File: config.mk
export PLATFORM = sky130hd
export DESIGN_NAME = pong_frame_sequencer
export DESIGN_NICKNAME = d
export VERILOG_FILES = /design/src/rtl/pong_frame_sequencer.sv
export SDC_FILE = /design/constraint.sdc
export NUM_CORES = 1
export LEC_CHECK = 0
export CORE_UTILIZATION = 35
export DETAILED_ROUTE_END_ITERATION = 16
export PLACE_DENSITY_LB_ADDON = 0.2
export SLEW_MARGIN = 20
export SYNTH_ARGS = -nofsm -noshare
export SYNTH_HDL_FRONTEND = slang
export SYNTH_SLANG_ARGS = --single-unit
File: constraint.sdc
create_clock -name clk -period 1.8 [get_ports clk]
set_input_delay 0.36 -clock clk [delete_from_list [all_inputs] [get_ports clk]]
set_output_delay 0.36 -clock clk [all_outputs]
set_load 0.01 [all_outputs]
File: src/rtl/pong_frame_sequencer.sv
// pong_frame_sequencer: turns the per-frame pulse into a handshaked
// paddle/ball/collision step sequence and runs the match state machine.
// Optional feature macro: PONG_ATTRACT_MODE_EN (demo play while idle).
module pong_frame_sequencer #(
    parameter int unsigned FRAME_DIV    = 2,
    parameter int unsigned SERVE_FRAMES = 60,
    parameter int unsigned WIN_SCORE    = 9
) (
    input  logic       clk,
    input  logic       rst,
    input  logic       frame_start,
    input  logic       start_btn,
    output logic       stage_req,
    output logic [1:0] stage_id,
    input  logic       stage_done,
    input  logic [1:0] edge_event,
    output logic       ball_reset,
    output logic       serve_dir,
    output logic [3:0] score_player,
    output logic [3:0] score_opp,
    output logic       game_over,
    output logic       winner,
    output logic       overrun
);
    localparam int unsigned DIV_W   = 4;
    localparam int unsigned SRV_W   = 8;
    localparam int unsigned SCORE_W = 4;

    typedef enum logic [2:0] {
        S_IDLE, S_SERVE, S_PLAY, S_STEP, S_POINT, S_OVER
    } state_t;

    state_t             state_q;
    logic [DIV_W-1:0]   div_q;
    logic [SRV_W-1:0]   serve_cnt_q;
    logic [1:0]         stage_q;
    logic               stage_req_q;
    logic               pt_player_q;
    logic               ball_reset_q;
    logic               serve_dir_q;
    logic [SCORE_W-1:0] score_player_q;
    logic [SCORE_W-1:0] score_opp_q;
    logic               game_over_q;
    logic               winner_q;
    logic               overrun_q;

    logic               div_run_c;
    logic               tick_c;
    logic               attract_c;
    logic [SCORE_W-1:0] player_inc_c;
    logic [SCORE_W-1:0] opp_inc_c;

`ifdef PONG_ATTRACT_MODE_EN
    logic attract_q;
    assign attract_c = attract_q;
`else
    assign attract_c = 1'b0;
`endif

    // Frame divider runs during play and while a step sequence is in flight
    always_comb begin
        div_run_c = (state_q == S_PLAY) || (state_q == S_STEP) || (state_q == S_POINT);
`ifdef PONG_ATTRACT_MODE_EN
        if (state_q == S_IDLE) begin
            div_run_c = 1'b1;
        end
`endif
    end

    assign tick_c       = div_run_c && frame_start && (div_q == DIV_W'(FRAME_DIV - 1));
    assign player_inc_c = score_player_q + SCORE_W'(1);
    assign opp_inc_c    = score_opp_q + SCORE_W'(1);

    // Match FSM, divider, serve counter and step handshake
    always_ff @(posedge clk) begin
        if (rst) begin
            state_q        <= S_IDLE;
            div_q          <= '0;
            serve_cnt_q    <= '0;
            stage_q        <= 2'd0;
            stage_req_q    <= 1'b0;
            pt_player_q    <= 1'b0;
            ball_reset_q   <= 1'b1;
            serve_dir_q    <= 1'b1;
            score_player_q <= '0;
            score_opp_q    <= '0;
            game_over_q    <= 1'b0;
            winner_q       <= 1'b0;
            overrun_q      <= 1'b0;
`ifdef PONG_ATTRACT_MODE_EN
            attract_q      <= 1'b0;
`endif
        end else begin
            if (div_run_c && frame_start) begin
                div_q <= tick_c ? '0 : div_q + DIV_W'(1);
            end
            if (tick_c && ((state_q == S_STEP) || (state_q == S_POINT))) begin
                overrun_q <= 1'b1;
            end

            if (start_btn && ((state_q == S_IDLE) || (state_q == S_OVER))) begin
                state_q        <= S_SERVE;
                serve_cnt_q    <= '0;
                ball_reset_q   <= 1'b1;
                serve_dir_q    <= 1'b1;
                score_player_q <= '0;
                score_opp_q    <= '0;
                game_over_q    <= 1'b0;
                winner_q       <= 1'b0;
                overrun_q      <= 1'b0;
`ifdef PONG_ATTRACT_MODE_EN
                attract_q      <= 1'b0;
`endif
            end else begin
                case (state_q)
                    S_IDLE: begin
`ifdef PONG_ATTRACT_MODE_EN
                        ball_reset_q <= 1'b0;
                        if (tick_c) begin
                            state_q     <= S_STEP;
                            stage_q     <= 2'd0;
                            stage_req_q <= 1'b1;
                            attract_q   <= 1'b1;
                        end
`endif
                    end
                    S_SERVE: begin
                        if (frame_start) begin
                            if (serve_cnt_q == SRV_W'(SERVE_FRAMES - 1)) begin
                                state_q      <= S_PLAY;
                                serve_cnt_q  <= '0;
                                div_q        <= '0;
                                ball_reset_q <= 1'b0;
                            end else begin
                                serve_cnt_q <= serve_cnt_q + SRV_W'(1);
                            end
                        end
                    end
                    S_PLAY: begin
                        if (tick_c) begin
                            state_q     <= S_STEP;
                            stage_q     <= 2'd0;
                            stage_req_q <= 1'b1;
                        end
                    end
                    S_STEP: begin
                        if (!stage_req_q) begin
                            // one-cycle gap between stages is over
                            stage_req_q <= 1'b1;
                        end else if (stage_done) begin
                            stage_req_q <= 1'b0;
                            if (stage_q == 2'd2) begin
                                stage_q <= 2'd0;
                                if ((edge_event != 2'b00) && !attract_c) begin
                                    state_q     <= S_POINT;
                                    pt_player_q <= edge_event[0];
                                end else if (edge_event != 2'b00) begin
                                    // demo play: re-centre the ball, no scoring
                                    state_q      <= S_IDLE;
                                    ball_reset_q <= 1'b1;
                                    serve_dir_q  <= ~serve_dir_q;
                                end else begin
                                    state_q <= attract_c ? S_IDLE : S_PLAY;
                                end
                            end else begin
                                stage_q <= stage_q + 2'd1;
                            end
                        end
                    end
                    S_POINT: begin
                        ball_reset_q <= 1'b1;
                        serve_cnt_q  <= '0;
                        state_q      <= S_SERVE;
                        if (pt_player_q) begin
                            score_player_q <= player_inc_c;
                            serve_dir_q    <= 1'b0;
                            if (player_inc_c == SCORE_W'(WIN_SCORE)) begin
                                state_q     <= S_OVER;
                                game_over_q <= 1'b1;
                                winner_q    <= 1'b1;
                            end
                        end else begin
                            score_opp_q <= opp_inc_c;
                            serve_dir_q <= 1'b1;
                            if (opp_inc_c == SCORE_W'(WIN_SCORE)) begin
                                state_q     <= S_OVER;
                                game_over_q <= 1'b1;
                                winner_q    <= 1'b0;
                            end
                        end
                    end
                    S_OVER: begin
                    end
                    default: state_q <= S_IDLE;
                endcase
            end
        end
    end

    assign stage_req    = stage_req_q;
    assign stage_id     = stage_q;
    assign ball_reset   = ball_reset_q;
    assign serve_dir    = serve_dir_q;
    assign score_player = score_player_q;
    assign score_opp    = score_opp_q;
    assign game_over    = game_over_q;
    assign winner       = winner_q;
    assign overrun      = overrun_q;

endmodule

==> impl.org <==
** Place
- After detailed placement, the design holds a cell count of ~290.
- After detailed placement, the total cell area comes to approximately 2100 µm².
- The congestion estimate from routability-driven global placement came to about 0.77.
- After legalization and detailed placement, the total HPWL measured 2.56 mm.
- Number of input and output port buffers inserted :: 22
- Placement-stage worst setup slack :: -0.133 ns

** GRT
- The via count of the first global-routing pass is 1260.
- Wire length of the first global-routing pass :: approximately 5.6 mm
- Global route total overflow :: 0
- Across every metal layer, demand over resource in global routing totals between 10% and 20%.
- The number of antenna violations at the first check in global routing came to 0.
- Maximum number of pins on one net before global-route repair :: 13

** Min path
- Hold Path Cell Cnt :: 2
- The tightest min-delay check is of the register to register type.

** Critical path
- At the worst endpoint, the arrival time is 1.88 ns.
- In this run the worst path has a maximum fanout of 4.
- The worst setup path is captured at a register.
- Element type at the critical path start :: register
- Measured in cells, the most critical reg-to-reg path has a length of 6.
- Path type of the worst setup path :: register to register
- Data required time at the worst endpoint :: 2.02 ns

** Yosys
- Synthesized area per cell :: between 8 and 9 µm²
- In the synthesized netlist the dominant register cell turns out to be dfxtp_1.
- Sequential cells were found to cover a little under two fifths of the synthesized design area.
- After synthesis the netlist holds a flip-flop and latch count of 32.
- Total standard cell area after synthesis :: ~1700 µm²
- Number of enable flip-flop cells after synthesis :: 0
- Number of instances in the synthesized netlist :: roughly 200
- Syn Nets :: 211
- Number of synthesis warnings :: 0
- Synth async-reset ratio :: 0%
- Distinct cells, synth :: between 40 and 50

** Finish
- The finished layout holds about 290 standard cells, fillers aside.
- Commonest cells after routing, fill and taps aside :: nor2_1 (31), dfxtp_1 (31), clkdlybuf4s50_1 (22), buf_4 (20), nand2_1 (16)
- Final Cell Area :: roughly 2200 µm²
- Once layout is complete, the utilization of the core stands at 49.1%.
- Share of cells above drive strength 1 :: about 16%
- The number of antenna diodes in the final layout is 0.
- Area overhead of the layout relative to synthesis :: 31.0%
- Layout net count :: 255

** Clock network
- Maximum level of the CTS H-tree :: 2
- Buffer levels on the longest clock path :: 2
- Sinks on Clock Net :: 32
- The root buffer cell chosen for the clock tree is clkbuf_8.
- Clock-pin slew was measured on the worst setup and hold paths at around 0.06 ns.
- Setup fix buffers added after clock tree synthesis :: 0
- Clock tree from TritonCTS :: yes
- Buffers inserted during clock tree synthesis total 5.
- At the later pin of the worst-skew pair, clock insertion delay measures between 0.2 and 0.3 ns.

** Timing
- At the pin with the least slew margin, the transition time is roughly 0.40 ns.
- In this run the tightest slew margin relative to its limit is between 70% and 80%.
- Dividing the final minimum period by the clock period gives between 90% and 100%.
- Final count of negative-setup-slack endpoints :: 0
- The number of max-slew violations in the final report came to 0.
- For this run, the top clock speed supported by timing is roughly 600 MHz.
- Final critical-path required period :: 1.67 ns
- Final total negative setup slack :: 0 ns
- Setup repair after global routing left no endpoint under its margin.
- Worst Slack Setup Final :: roughly 0.13 ns
- Final count of hold timing violations :: 0
- On the final layout, the worst hold slack is approximately 0.44 ns.
- Between clock sinks in the finished design, the worst skew comes to between 0.007 and 0.008 ns.

** Floorplan
- The die is ~71 µm tall.
- 23 I/O pins were placed.
- Die Footprint :: about 5100 µm²
- The die is about 71 µm wide.
- Initial Util :: 37.4%
- Placeable core region :: around 4500 µm²
- The initialized floorplan defines 24 standard-cell rows.

** Power and ir drop
- Max VDD drop :: approximately 0.00041 V
- Ratio of total power to cell area :: between 600 and 700 nW/µm²
- The analysis attributes to cell leakage a power of roughly 0.8 nW.
- Tot Pwr :: 1.40 mW

** Routing
- Number of nets still failing antenna checks after routing :: 0
- The first routing iteration left between 50 and 60 violations.
- Dividing the detail-routed via count by the number of cells gives about 5.
- In the final routed layout, each cell accounts on average for ~11 µm.
- The first detailed-routing pass took 4 iterations.
- In the routed design, unresolved DRC markers number 0.
- For this block, the routed nets add up to 3.36 mm of wire.
- Detailed routing inserted a total of between 1000 and 1500 vias.

** Outcome
- Run status :: finished clean

** Job
- Max-cap check violation count :: 0
[final cells by class]
class | instances | area, µm²
clock buffer | 8 | 90.1
fill | 442 | 2290
inverter | 8 | 30.0
multi-input combinational | 151 | 992
sequential | 32 | 642
tap | 52 | 65.1
timing repair buffer | 43 | 390
[where the power goes]
part / internal, mW / total [mW] / switching (mW)
combinational: 0.0590 / 0.115 / 0.0564
clock: 0.312 / 0.565 / 0.253
sequential: 0.713 / 0.721 / 0.00817
total: 1.08 / 1.40 / 0.318
[per-layer routing]
metal / track usage [%] / up-vias / share of wire, %
met3: 4.22 / 5 / 3.4
li1: - / 770 / -
met4: 4.67 / 0 / 1.0
met5: 0 / - / 0
met1: 18.5 / 650 / 52
met2: 21.8 / 25 / 44
[final timing paths]
path | start | to | slack, ns
setup / recovery | serve_cnt_q[0] | state_q[1] | 0.13
hold reg to reg | ball_reset | ball_reset | 0.44
hold / removal | ball_reset | ball_reset | 0.44
setup reg to reg | serve_cnt_q[0] | state_q[1] | 0.13
[critical path, stage by stage (launching register included)]
cell and delay [ns]:
dfxtp_1 0.37, ha_2 0.22, nor4b_4 0.23, a311oi_1 0.16
a2111oi_1 0.41, mux2i_1 0.13, nor2_1 0.09
[Yosys cell counts (all sizes together) (2+ instances only)]
| cell type | number | share of area [%] |
|---|---|---|
| nor2b | 3 | 1.1 |
| buf | 4 | 1.7 |
| o21ai | 9 | 2.7 |
| o21a | 2 | 0.89 |
| dfxtp | 32 | 38 |
| mux2i | 2 | 1.2 |
| a21oi | 10 | 3.0 |
| ha | 7 | 5.2 |
| and3 | 4 | 1.5 |
| nor3 | 4 | 1.2 |
| inv | 8 | 1.8 |
| a211oi | 2 | 1.2 |
| nand2 | 16 | 3.6 |
| nand3 | 9 | 2.7 |
| nand4b | 2 | 1.0 |
| xnor2 | 10 | 5.2 |
| xor2 | 9 | 4.7 |
| and4 | 2 | 1.0 |
| nor2 | 31 | 6.9 |
| nand3b | 2 | 0.89 |
| nor4b | 2 | 1.8 |
| clkbuf | 2 | 0.45 |
| and2 | 2 | 0.74 |
| nand4 | 3 | 1.1 |
[registers in the layout, summed over array words and instances (netlist names)]
signal and cells:
state_q 3, winner 1, serve_cnt_q 8, game_over 1
serve_dir 1, stage_req 1, stage_id 2, pt_player_q 1
div_q 4, ball_reset 1, overrun 1, score_opp 4
score_player 4
[cell families after synthesis]
family / synth area share (%)
AOI/OAI and AO/OA: 14.2
adders and majority gates: 5.19
xor gates and xnor gates: 9.87
muxes: 1.85
DFF: 38.0
and+or+nand+nor: 26.9
buffers and inverters: 3.93
[timing repair]
| action | 4_1_cts | 5_1_grt |
|---|---|---|
| endpoints found under the setup margin | 1 | 10 |
| hold buffers | 0 | 0 |
| pin swaps | 0 | 1 |
| resized for setup | 1 | 3 |
Power figures use the tool's default switching activity.
